File: config.mk
export PLATFORM = sky130hd
export DESIGN_NAME = host_output_transmit_flat
export DESIGN_NICKNAME = d
export VERILOG_FILES = /design/src/rtl/host_output_transmit_if.sv /design/src/rtl/host_output_transmit.sv /design/src/flat_wrapper.sv
export SDC_FILE = /design/constraint.sdc
export NUM_CORES = 1
export LEC_CHECK = 0
export CORE_AREA = 2 2 122 124
export CTS_CLUSTER_SIZE = 14
export DETAILED_ROUTE_END_ITERATION = 8
export DIE_AREA = 0 0 124 126
export PLACE_DENSITY_LB_ADDON = 0.12
export SYNTH_ARGS = -nofsm -noshare
export SYNTH_HDL_FRONTEND = slang
export SYNTH_SLANG_ARGS = --single-unit
File: constraint.sdc
create_clock -name i_clk -period 2.9 [get_ports i_clk]
set_input_delay 0.29 -clock i_clk [delete_from_list [all_inputs] [get_ports i_clk]]
set_output_delay 0.29 -clock i_clk [all_outputs]
set_load 0.01 [all_outputs]
File: src/rtl/host_output_transmit_if.sv
// Host transmit port bundle: descriptor in, packet buffer read bus,
// host MAC data out and bufid release toward the buffer manager.
//   master: the transmit block      slave: its environment
interface host_output_transmit_if;
    logic [12:0]  iv_descriptor;
    logic         i_descriptor_wr;
    logic         o_host_outport_free;
    logic [15:0]  ov_pkt_raddr;
    logic         o_pkt_rd;
    logic [133:0] iv_pkt_rdata;
    logic [133:0] ov_data;
    logic         o_data_wr;
    logic [8:0]   ov_bufid_release;
    logic         o_bufid_release_wr;

    modport master (
        input  iv_descriptor,
        input  i_descriptor_wr,
        input  iv_pkt_rdata,
        output o_host_outport_free,
        output ov_pkt_raddr,
        output o_pkt_rd,
        output ov_data,
        output o_data_wr,
        output ov_bufid_release,
        output o_bufid_release_wr
    );

    modport slave (
        output iv_descriptor,
        output i_descriptor_wr,
        output iv_pkt_rdata,
        input  o_host_outport_free,
        input  ov_pkt_raddr,
        input  o_pkt_rd,
        input  ov_data,
        input  o_data_wr,
        input  ov_bufid_release,
        input  o_bufid_release_wr
    );
endinterface

File: src/rtl/host_output_transmit.sv
// Host output transmit: reads a scheduled packet out of the buffer and
// streams it to the host MAC, then returns the bufid.
// Ports: i_clk, i_rst_n (async, active low); bus (master modport:
//   descriptor/strobe in, buffer read addr/strobe/data, host data out,
//   bufid release, outport free); ov_htx_state (debug FSM state);
//   ov_host_tx_pkt_cnt only when HOST_TX_PKT_CNT_EN is defined.
module host_output_transmit (
    input  logic                   i_clk,
    input  logic                   i_rst_n,
    host_output_transmit_if.master bus,
    output logic [2:0]             ov_htx_state
`ifdef HOST_TX_PKT_CNT_EN
    ,
    output logic [31:0]            ov_host_tx_pkt_cnt
`endif
);

    typedef enum logic [2:0] {
        IDLE_S    = 3'd0,
        READ_S    = 3'd1,
        DRAIN_S   = 3'd2,
        RELEASE_S = 3'd3
    } state_t;

    state_t       state;
    logic [8:0]   bufid;
    logic [6:0]   word_cnt;
    logic [1:0]   vld_pipe;
    logic         pkt_rd;
    logic         rel_wr;
    logic [8:0]   rel_id;
    logic         outport_free;

    logic         fwd_en;
    logic         tail_seen;
    logic         last_word;
    logic [133:0] data_out;
    logic         unused_desc;

    // inport field is not needed by this port
    assign unused_desc = ^bus.iv_descriptor[12:9];

    // Returned words are forwarded only while a packet is active, so the
    // over-read words after a tail land in RELEASE_S/IDLE_S and drop.
    always_comb begin
        fwd_en    = vld_pipe[1] &&
                    (state == READ_S || state == DRAIN_S);
        tail_seen = fwd_en &&
                    (bus.iv_pkt_rdata[133:132] == 2'b10);
        // nothing left in flight behind this word: it is address 127
        last_word = (state == DRAIN_S) && vld_pipe[1] &&
                    !vld_pipe[0] && !pkt_rd;
    end

    always_comb begin
        data_out = '0;
        if (fwd_en) begin
            data_out = bus.iv_pkt_rdata;
            if (last_word) begin
                data_out[133:132] = 2'b10;
            end
        end
    end

    assign bus.ov_data             = data_out;
    assign bus.o_data_wr           = fwd_en;
    assign bus.o_pkt_rd            = pkt_rd;
    assign bus.ov_pkt_raddr        = pkt_rd ? {bufid, word_cnt} : 16'd0;
    assign bus.ov_bufid_release    = rel_id;
    assign bus.o_bufid_release_wr  = rel_wr;
    assign bus.o_host_outport_free = outport_free;
    assign ov_htx_state            = state;

    // word_cnt is the address of the read on the bus this cycle
    always_ff @(posedge i_clk or negedge i_rst_n) begin
        if (!i_rst_n) begin
            state        <= IDLE_S;
            bufid        <= 9'd0;
            word_cnt     <= 7'd0;
            vld_pipe     <= 2'b00;
            pkt_rd       <= 1'b0;
            rel_wr       <= 1'b0;
            rel_id       <= 9'd0;
            outport_free <= 1'b0;
        end else begin
            vld_pipe     <= {vld_pipe[0], pkt_rd};
            rel_wr       <= 1'b0;
            rel_id       <= 9'd0;
            outport_free <= 1'b0;
            unique case (state)
                IDLE_S: begin
                    pkt_rd <= 1'b0;
                    if (bus.i_descriptor_wr) begin
                        bufid    <= bus.iv_descriptor[8:0];
                        word_cnt <= 7'd0;
                        pkt_rd   <= 1'b1;
                        state    <= READ_S;
                    end
                end
                READ_S: begin
                    if (tail_seen) begin
                        pkt_rd       <= 1'b0;
                        rel_wr       <= 1'b1;
                        rel_id       <= bufid;
                        outport_free <= 1'b1;
                        state        <= RELEASE_S;
                    end else if (word_cnt == 7'd127) begin
                        pkt_rd <= 1'b0;
                        state  <= DRAIN_S;
                    end else begin
                        word_cnt <= word_cnt + 7'd1;
                    end
                end
                DRAIN_S: begin
                    pkt_rd <= 1'b0;
                    if (tail_seen || last_word) begin
                        rel_wr       <= 1'b1;
                        rel_id       <= bufid;
                        outport_free <= 1'b1;
                        state        <= RELEASE_S;
                    end
                end
                RELEASE_S: begin
                    pkt_rd <= 1'b0;
                    state  <= IDLE_S;
                end
                default: begin
                    pkt_rd <= 1'b0;
                    state  <= IDLE_S;
                end
            endcase
        end
    end

`ifdef HOST_TX_PKT_CNT_EN
    always_ff @(posedge i_clk or negedge i_rst_n) begin
        if (!i_rst_n) begin
            ov_host_tx_pkt_cnt <= 32'd0;
        end else if (rel_wr) begin
            ov_host_tx_pkt_cnt <= ov_host_tx_pkt_cnt + 32'd1;
        end
    end
`endif

endmodule

File: src/flat_wrapper.sv
// flat-port wrapper written by rule: the top's interface ports become plain ports
module host_output_transmit_flat 
  (i_clk, i_rst_n, ov_htx_state, bus_iv_descriptor, bus_i_descriptor_wr, bus_iv_pkt_rdata, bus_o_host_outport_free, bus_ov_pkt_raddr, bus_o_pkt_rd, bus_ov_data, bus_o_data_wr, bus_ov_bufid_release, bus_o_bufid_release_wr);
  host_output_transmit_if bus_i ();
  input  logic i_clk;
  input  logic i_rst_n;
  output logic [2:0] ov_htx_state;
  input wire logic [$bits(bus_i.iv_descriptor)-1:0] bus_iv_descriptor;
  input wire logic [$bits(bus_i.i_descriptor_wr)-1:0] bus_i_descriptor_wr;
  input wire logic [$bits(bus_i.iv_pkt_rdata)-1:0] bus_iv_pkt_rdata;
  output wire logic [$bits(bus_i.o_host_outport_free)-1:0] bus_o_host_outport_free;
  output wire logic [$bits(bus_i.ov_pkt_raddr)-1:0] bus_ov_pkt_raddr;
  output wire logic [$bits(bus_i.o_pkt_rd)-1:0] bus_o_pkt_rd;
  output wire logic [$bits(bus_i.ov_data)-1:0] bus_ov_data;
  output wire logic [$bits(bus_i.o_data_wr)-1:0] bus_o_data_wr;
  output wire logic [$bits(bus_i.ov_bufid_release)-1:0] bus_ov_bufid_release;
  output wire logic [$bits(bus_i.o_bufid_release_wr)-1:0] bus_o_bufid_release_wr;
  assign bus_i.iv_descriptor = bus_iv_descriptor;
  assign bus_i.i_descriptor_wr = bus_i_descriptor_wr;
  assign bus_i.iv_pkt_rdata = bus_iv_pkt_rdata;
  assign bus_o_host_outport_free = bus_i.o_host_outport_free;
  assign bus_ov_pkt_raddr = bus_i.ov_pkt_raddr;
  assign bus_o_pkt_rd = bus_i.o_pkt_rd;
  assign bus_ov_data = bus_i.ov_data;
  assign bus_o_data_wr = bus_i.o_data_wr;
  assign bus_ov_bufid_release = bus_i.ov_bufid_release;
  assign bus_o_bufid_release_wr = bus_i.o_bufid_release_wr;
  host_output_transmit u_core (.i_clk(i_clk), .i_rst_n(i_rst_n), .bus(bus_i), .ov_htx_state(ov_htx_state));
endmodule
-- Yosys cells after proc, flatten, opt, wreduce, memory -nomap -nowiden
Index checks and enable logic that the tools add are counted.
- order comparisons: 0
- bitwise operators: 0
- multipliers: 0
- divide/modulo/power cells: 0
- muxes and demuxes: 22
- shift operators: 0
- $add $sub $neg: 1
- reductions and logical operators: 14
- equality and inequality tests: 9
- operators by type and width (cell ; count):
    $mux 134 ; 1
    $mux 7 ; 3
    $mux 9 ; 2
    $pmux 9 s2 ; 1
    $mux 16 ; 1
    $pmux 7 s2 ; 1
    $mux 3 ; 4
    $pmux 3 s3 ; 1
    $ne 2x2->1 const B ; 4
    $add 7x1->7 const B ; 1
    $eq 7x7->1 const B ; 1
    $logic_and 1x1->1 ; 5
    $mux 1 ; 5
    $pmux 1 s2 ; 2
    $reduce_and 4->1 ; 1
    $eq 3x1->1 const B ; 1
    $eq 3x2->1 const B ; 1
    $logic_not 3->1 ; 1
    $ne 3x2->1 const B ; 1
    $reduce_and 3->1 ; 1
    $eq 2x2->1 const B ; 1
    $logic_not 1->1 ; 2
    $logic_or 1x1->1 ; 2
    $mux 2 ; 1
    2 further kinds ; 2
- bits in read-only memories: 0
- bits in latches: 0
- register bits after elaboration: 32
- memories: 0
- memory bits (writable): 0
- output and inout bits: 166
- logic and storage cells: 53

-- Depth between registers and ports, before layout
- depth in word-level cells: 7
- depth in mapped cells: 7
- mapped depth without buffers: 6

-- Least setup slack after synthesis
No wires, ideal clock.
- kind: reg-to-output
- from: register u_core.state[0] (netlist: u_core.ov_htx_state[0])
- to: output bus_ov_data[100]
- arrival: 1607 ps
- data required time: 2610 ps
- path slack: 1003 ps
- cell stages (with the launch flop): 7
- path buffers: 3
- cell sequence: dfrtp_1 inv_1 ha_1 buf_4 clkbuf_1 clkbuf_1 and3_1
- longest elaborated chain between the ends: 4
- ends and longest elaborated chain (element ; line ; source):
    start, declared ; host_output_transmit.sv:25 ; state_t state;
    start signal, assigned ; host_output_transmit.sv:77 ; state <= IDLE_S;
    start signal, assigned ; host_output_transmit.sv:97 ; state <= READ_S;
    start signal, assigned ; host_output_transmit.sv:106 ; state <= RELEASE_S;
    $eq 3x1->1 / $eq 3x2->1 (equally long branches) ; host_output_transmit.sv:47 ; (state == READ_S || state == DRAIN_S);
    $logic_or 1x1->1 * ; host_output_transmit.sv:47 ;
    $logic_and 1x1->1 * ; host_output_transmit.sv:46 ; fwd_en = vld_pipe[1] &&
    $mux 134 * ; host_output_transmit.sv:57 ; if (fwd_en) begin
    end, declared ; flat_wrapper.sv:14 ; output wire logic [$bits(bus_i.ov_data)-1:0] bus_ov_data;
Every way passes the cells marked *; elsewhere a longest branch is shown, timed or not.

-- Worst setup path after layout
- from: register u_core.state[1] (netlist: u_core.ov_htx_state[1])
- to: output bus_ov_data[99]
Same word-level chain as after synthesis.

==> results.cfg <==
[die]
dieArea_um2 = 15600
die_x_um = 124
core_um2 = 14300
boundaryPins = 316
initial_core_util_pct = 17.7
rows = 44
die_y_um = 126

[setup_path]
ff2ff_setup_slack_ns = 0.77
r2r_start = u_core.ov_htx_state[1]
endpoint_kind = output pin
required_ns = 2.61
arrival_ns = 2.27
r2r-end = u_core.ov_htx_state[1]
crit_slowest_cell = clkdlybuf4s50_1
path_max_fanout = 71
critPathLaunchType = register
r2r_cells = 7
critPathMaxStageDelay_ns = 0.58
cp_cell_sequence = inv_1, ha_4, buf_12, and3_1, clkdlybuf4s50_1
path_class = reg2out

[synthesis]
synth.distinct_cells = 40
synthArstFlopShare_pct = 100
ys_ff_latch = 31
synthCells = 301
syn_area_per_cell_um2 = 8.43
syn_area_um2 = 2540
syn_nets = 456
yosys_warnings = 0
synth-seq-area-share_pct = 30.6
synth_edf_count = 0
synth_top_flop_cell = dfrtp_1

[clocking]
cts_tree = yes
hold_buffers = 0
path_clk_slew_ns = 0.05
cts-resized-gates = 0
cts_setup_buffers = 0
cts_inserted_buffers = 5
clock_latency_ns = 0.27
cts_root_buf = clkbuf_16
clock-sinks = 31
cts_buffer_depth = 2
h-tree-depth = 2

[cells_and_area]
area_growth_pct = 135
diodes = 0
nFillCells = 1444
fin_nets = 744
final_util_pct = 41.6
drive_gt1_share_pct = 6.10
layout.cells.non_filler = 774

[timing]
fmax_mhz = 390
drv_slew = 0
final-setup-viol-count = 0
rsz0062_at_grt = false
worst_pin_slew_ns = 0.619
fin_skew_ns = 0.00591
finalCritPeriodShare_pct = 88.3
period_minus_slack_ns = 2.56
maxSlewHeadroom_pct = 58.8
fin_ws_ns = 0.338
setup_tns_ns = 0
hold_viol = 0

[place]
numPlacedInstances = 766
io_buffers = 310
pre_cts_ws_ns = 0.460
gp_congestion = 0.806
hpwl_um = 10300

[power]
p_per_area_nw_per_um2 = 197
p_leak_nw = 2.84
peakVddDrop_mv = 0.209
total_power_mw = 1.17

[global_route]
grt_pass1_vias = 3300
grt_usage_pct = 15.3
gr-usage-met1_pct = 16.6
use_met2_pct = 29.0
grtUsageMet3_pct = 4.53
gr-total-overflow = 0
top_usage_layer = met2
grt_start_max_net_pins = 138
grt_pass1_wl_um = 18400
antenna_found_initial = 0

[route]
vias = 3374
first_pass_iters = 4
routedWlPerCell_um = 17.0
vias_per_cell = 4.36
ant_nets = 0
drt_iter0_drc = 87
drc = 0
drt-total-wl_um = 13100

[run_status]
outcome = finished, final reports clean

[min_path]
whs_endpoint = u_core.vld_pipe[1]
hold_class = reg2reg
whs_path_depth = 0
hp-start = u_core.vld_pipe[0]

[run]
maxCapViolCount = 0
-- logic make-up (layout without fill, tap and decap cells) --
family / after synthesis / in the layout / share of synthesized area, %
AND/OR/NAND/NOR: 190 / 190 / 47.9
buffers and inverters: 40 / 329 / 6.71
flip-flops: 31 / 31 / 30.6
AO/OA/AOI/OAI: 23 / 23 / 7.25
multiplexers: 11 / 11 / 4.98
adder cells (fa/ha/maj): 5 / 5 / 2.47
other: 1 / 1 / 0.148
-- cell usage in the layout (no fill, tap or decap), types with 2 or more instances in the layout --
cell and count:
buf_4 4, ha_1 4, mux2_2 9, nand2_1 6, inv_1 5, and2_1 25
nor2_1 3, buf_12 2, a21o_1 2, o21ai_1 2, a211o_1 4, or4b_1 2
and3_1 135, o21ai_0 3, nor4_1 2, clkbuf_16 5, nand3_1 5, a21oi_1 5
dfrtp_1 30, nand3_2 3, clkdlybuf4s50_1 310, clkbuf_8 2
-- worst max path at each step --
stage                     depth (start not counted)                    from          endpoint  slack, ns
final                                             5  u_core.ov_htx_state[1]   bus_ov_data[99]       0.34
after global routing                              5  u_core.ov_htx_state[0]   bus_ov_data[99]       0.16
after CTS                                         5  u_core.ov_htx_state[0]   bus_ov_data[99]       0.15
after detailed placement                          5  u_core.ov_htx_state[1]   bus_ov_data[97]       0.46
after global placement                            5  u_core.ov_htx_state[1]   bus_ov_data[99]       0.50
after floorplan                                   6  u_core.ov_htx_state[0]  bus_ov_data[100]       1.00
-- through the flow --
| step | hold slack, ns | area, um2 |
|---|---|---|
| after detailed placement | 0.381 | 5790 |
| after global routing | 0.409 | 5960 |
| final | 0.385 | 5960 |
| after global placement | 0.362 | 5790 |
| after floorplan | -0.00559 | 2540 |
| after CTS | 0.393 | 5950 |
-- cells in the mapped netlist (2+ instances only) --
| library cell | number | area [um2] |
|---|---|---|
| nor4_1 | 2 | 12.5 |
| and2_1 | 25 | 156 |
| a211o_1 | 4 | 35.0 |
| and3_1 | 135 | 845 |
| dfrtp_1 | 31 | 776 |
| buf_4 | 3 | 22.5 |
| o21ai_0 | 3 | 15.0 |
| or4b_1 | 2 | 20.0 |
| inv_1 | 5 | 18.8 |
| nand3_1 | 5 | 25.0 |
| nor2_1 | 3 | 11.3 |
| o21ai_1 | 2 | 10.0 |
| a21o_1 | 2 | 15.0 |
| nand2_1 | 6 | 22.5 |
| clkbuf_1 | 30 | 113 |
| mux2_2 | 9 | 101 |
| a21oi_1 | 5 | 25.0 |
| nand3_2 | 3 | 30.0 |
| ha_1 | 5 | 62.6 |
-- sequential cells by signal, indices dropped and copies added, names as in the netlist --
signal / count
u_core.bus.ov_bufid_release: 9
u_core.bus.o_bufid_release_wr: 1
u_core.bus.o_pkt_rd: 1
u_core.word_cnt: 7
u_core.bufid: 9
u_core.vld_pipe: 2
u_core.ov_htx_state: 2
-- critical path: cells and delay by family, from the launching register on --
kind                       cells  cell delay (ns)
buffers and inverters          3             0.95
DFF                            1             0.42
adders and majority gates      1             0.41
and+or+nand+nor                1             0.20
-- layout make-up --
cell class | count | area (um2) | share of cell area [%]
sequential | 31 | 777 | 13.0
inverter | 5 | 18.8 | 0.315
tap | 184 | 230 | 3.86
clock buffer | 8 | 156 | 2.62
timing repair buffer | 316 | 3170 | 53.3
multi-input combinational | 230 | 1600 | 26.9
-- power breakdown --
group          total (mW)  switching, mW  internal [mW]  leakage, nW
clock network       0.537          0.173          0.365       0.0772
logic               0.204         0.0345          0.170         2.35
registers           0.433              0          0.433        0.407
total                1.17          0.207          0.968         2.84
-- metal layers --
layer / wire, um / up-vias
li1: - / 1646
met3: 1240 / 12
met2: 6740 / 168
met1: 4950 / 1548
met4: 211 / 0
met5: 0 / -
Note: power is estimated with default switching activity, not from simulation.
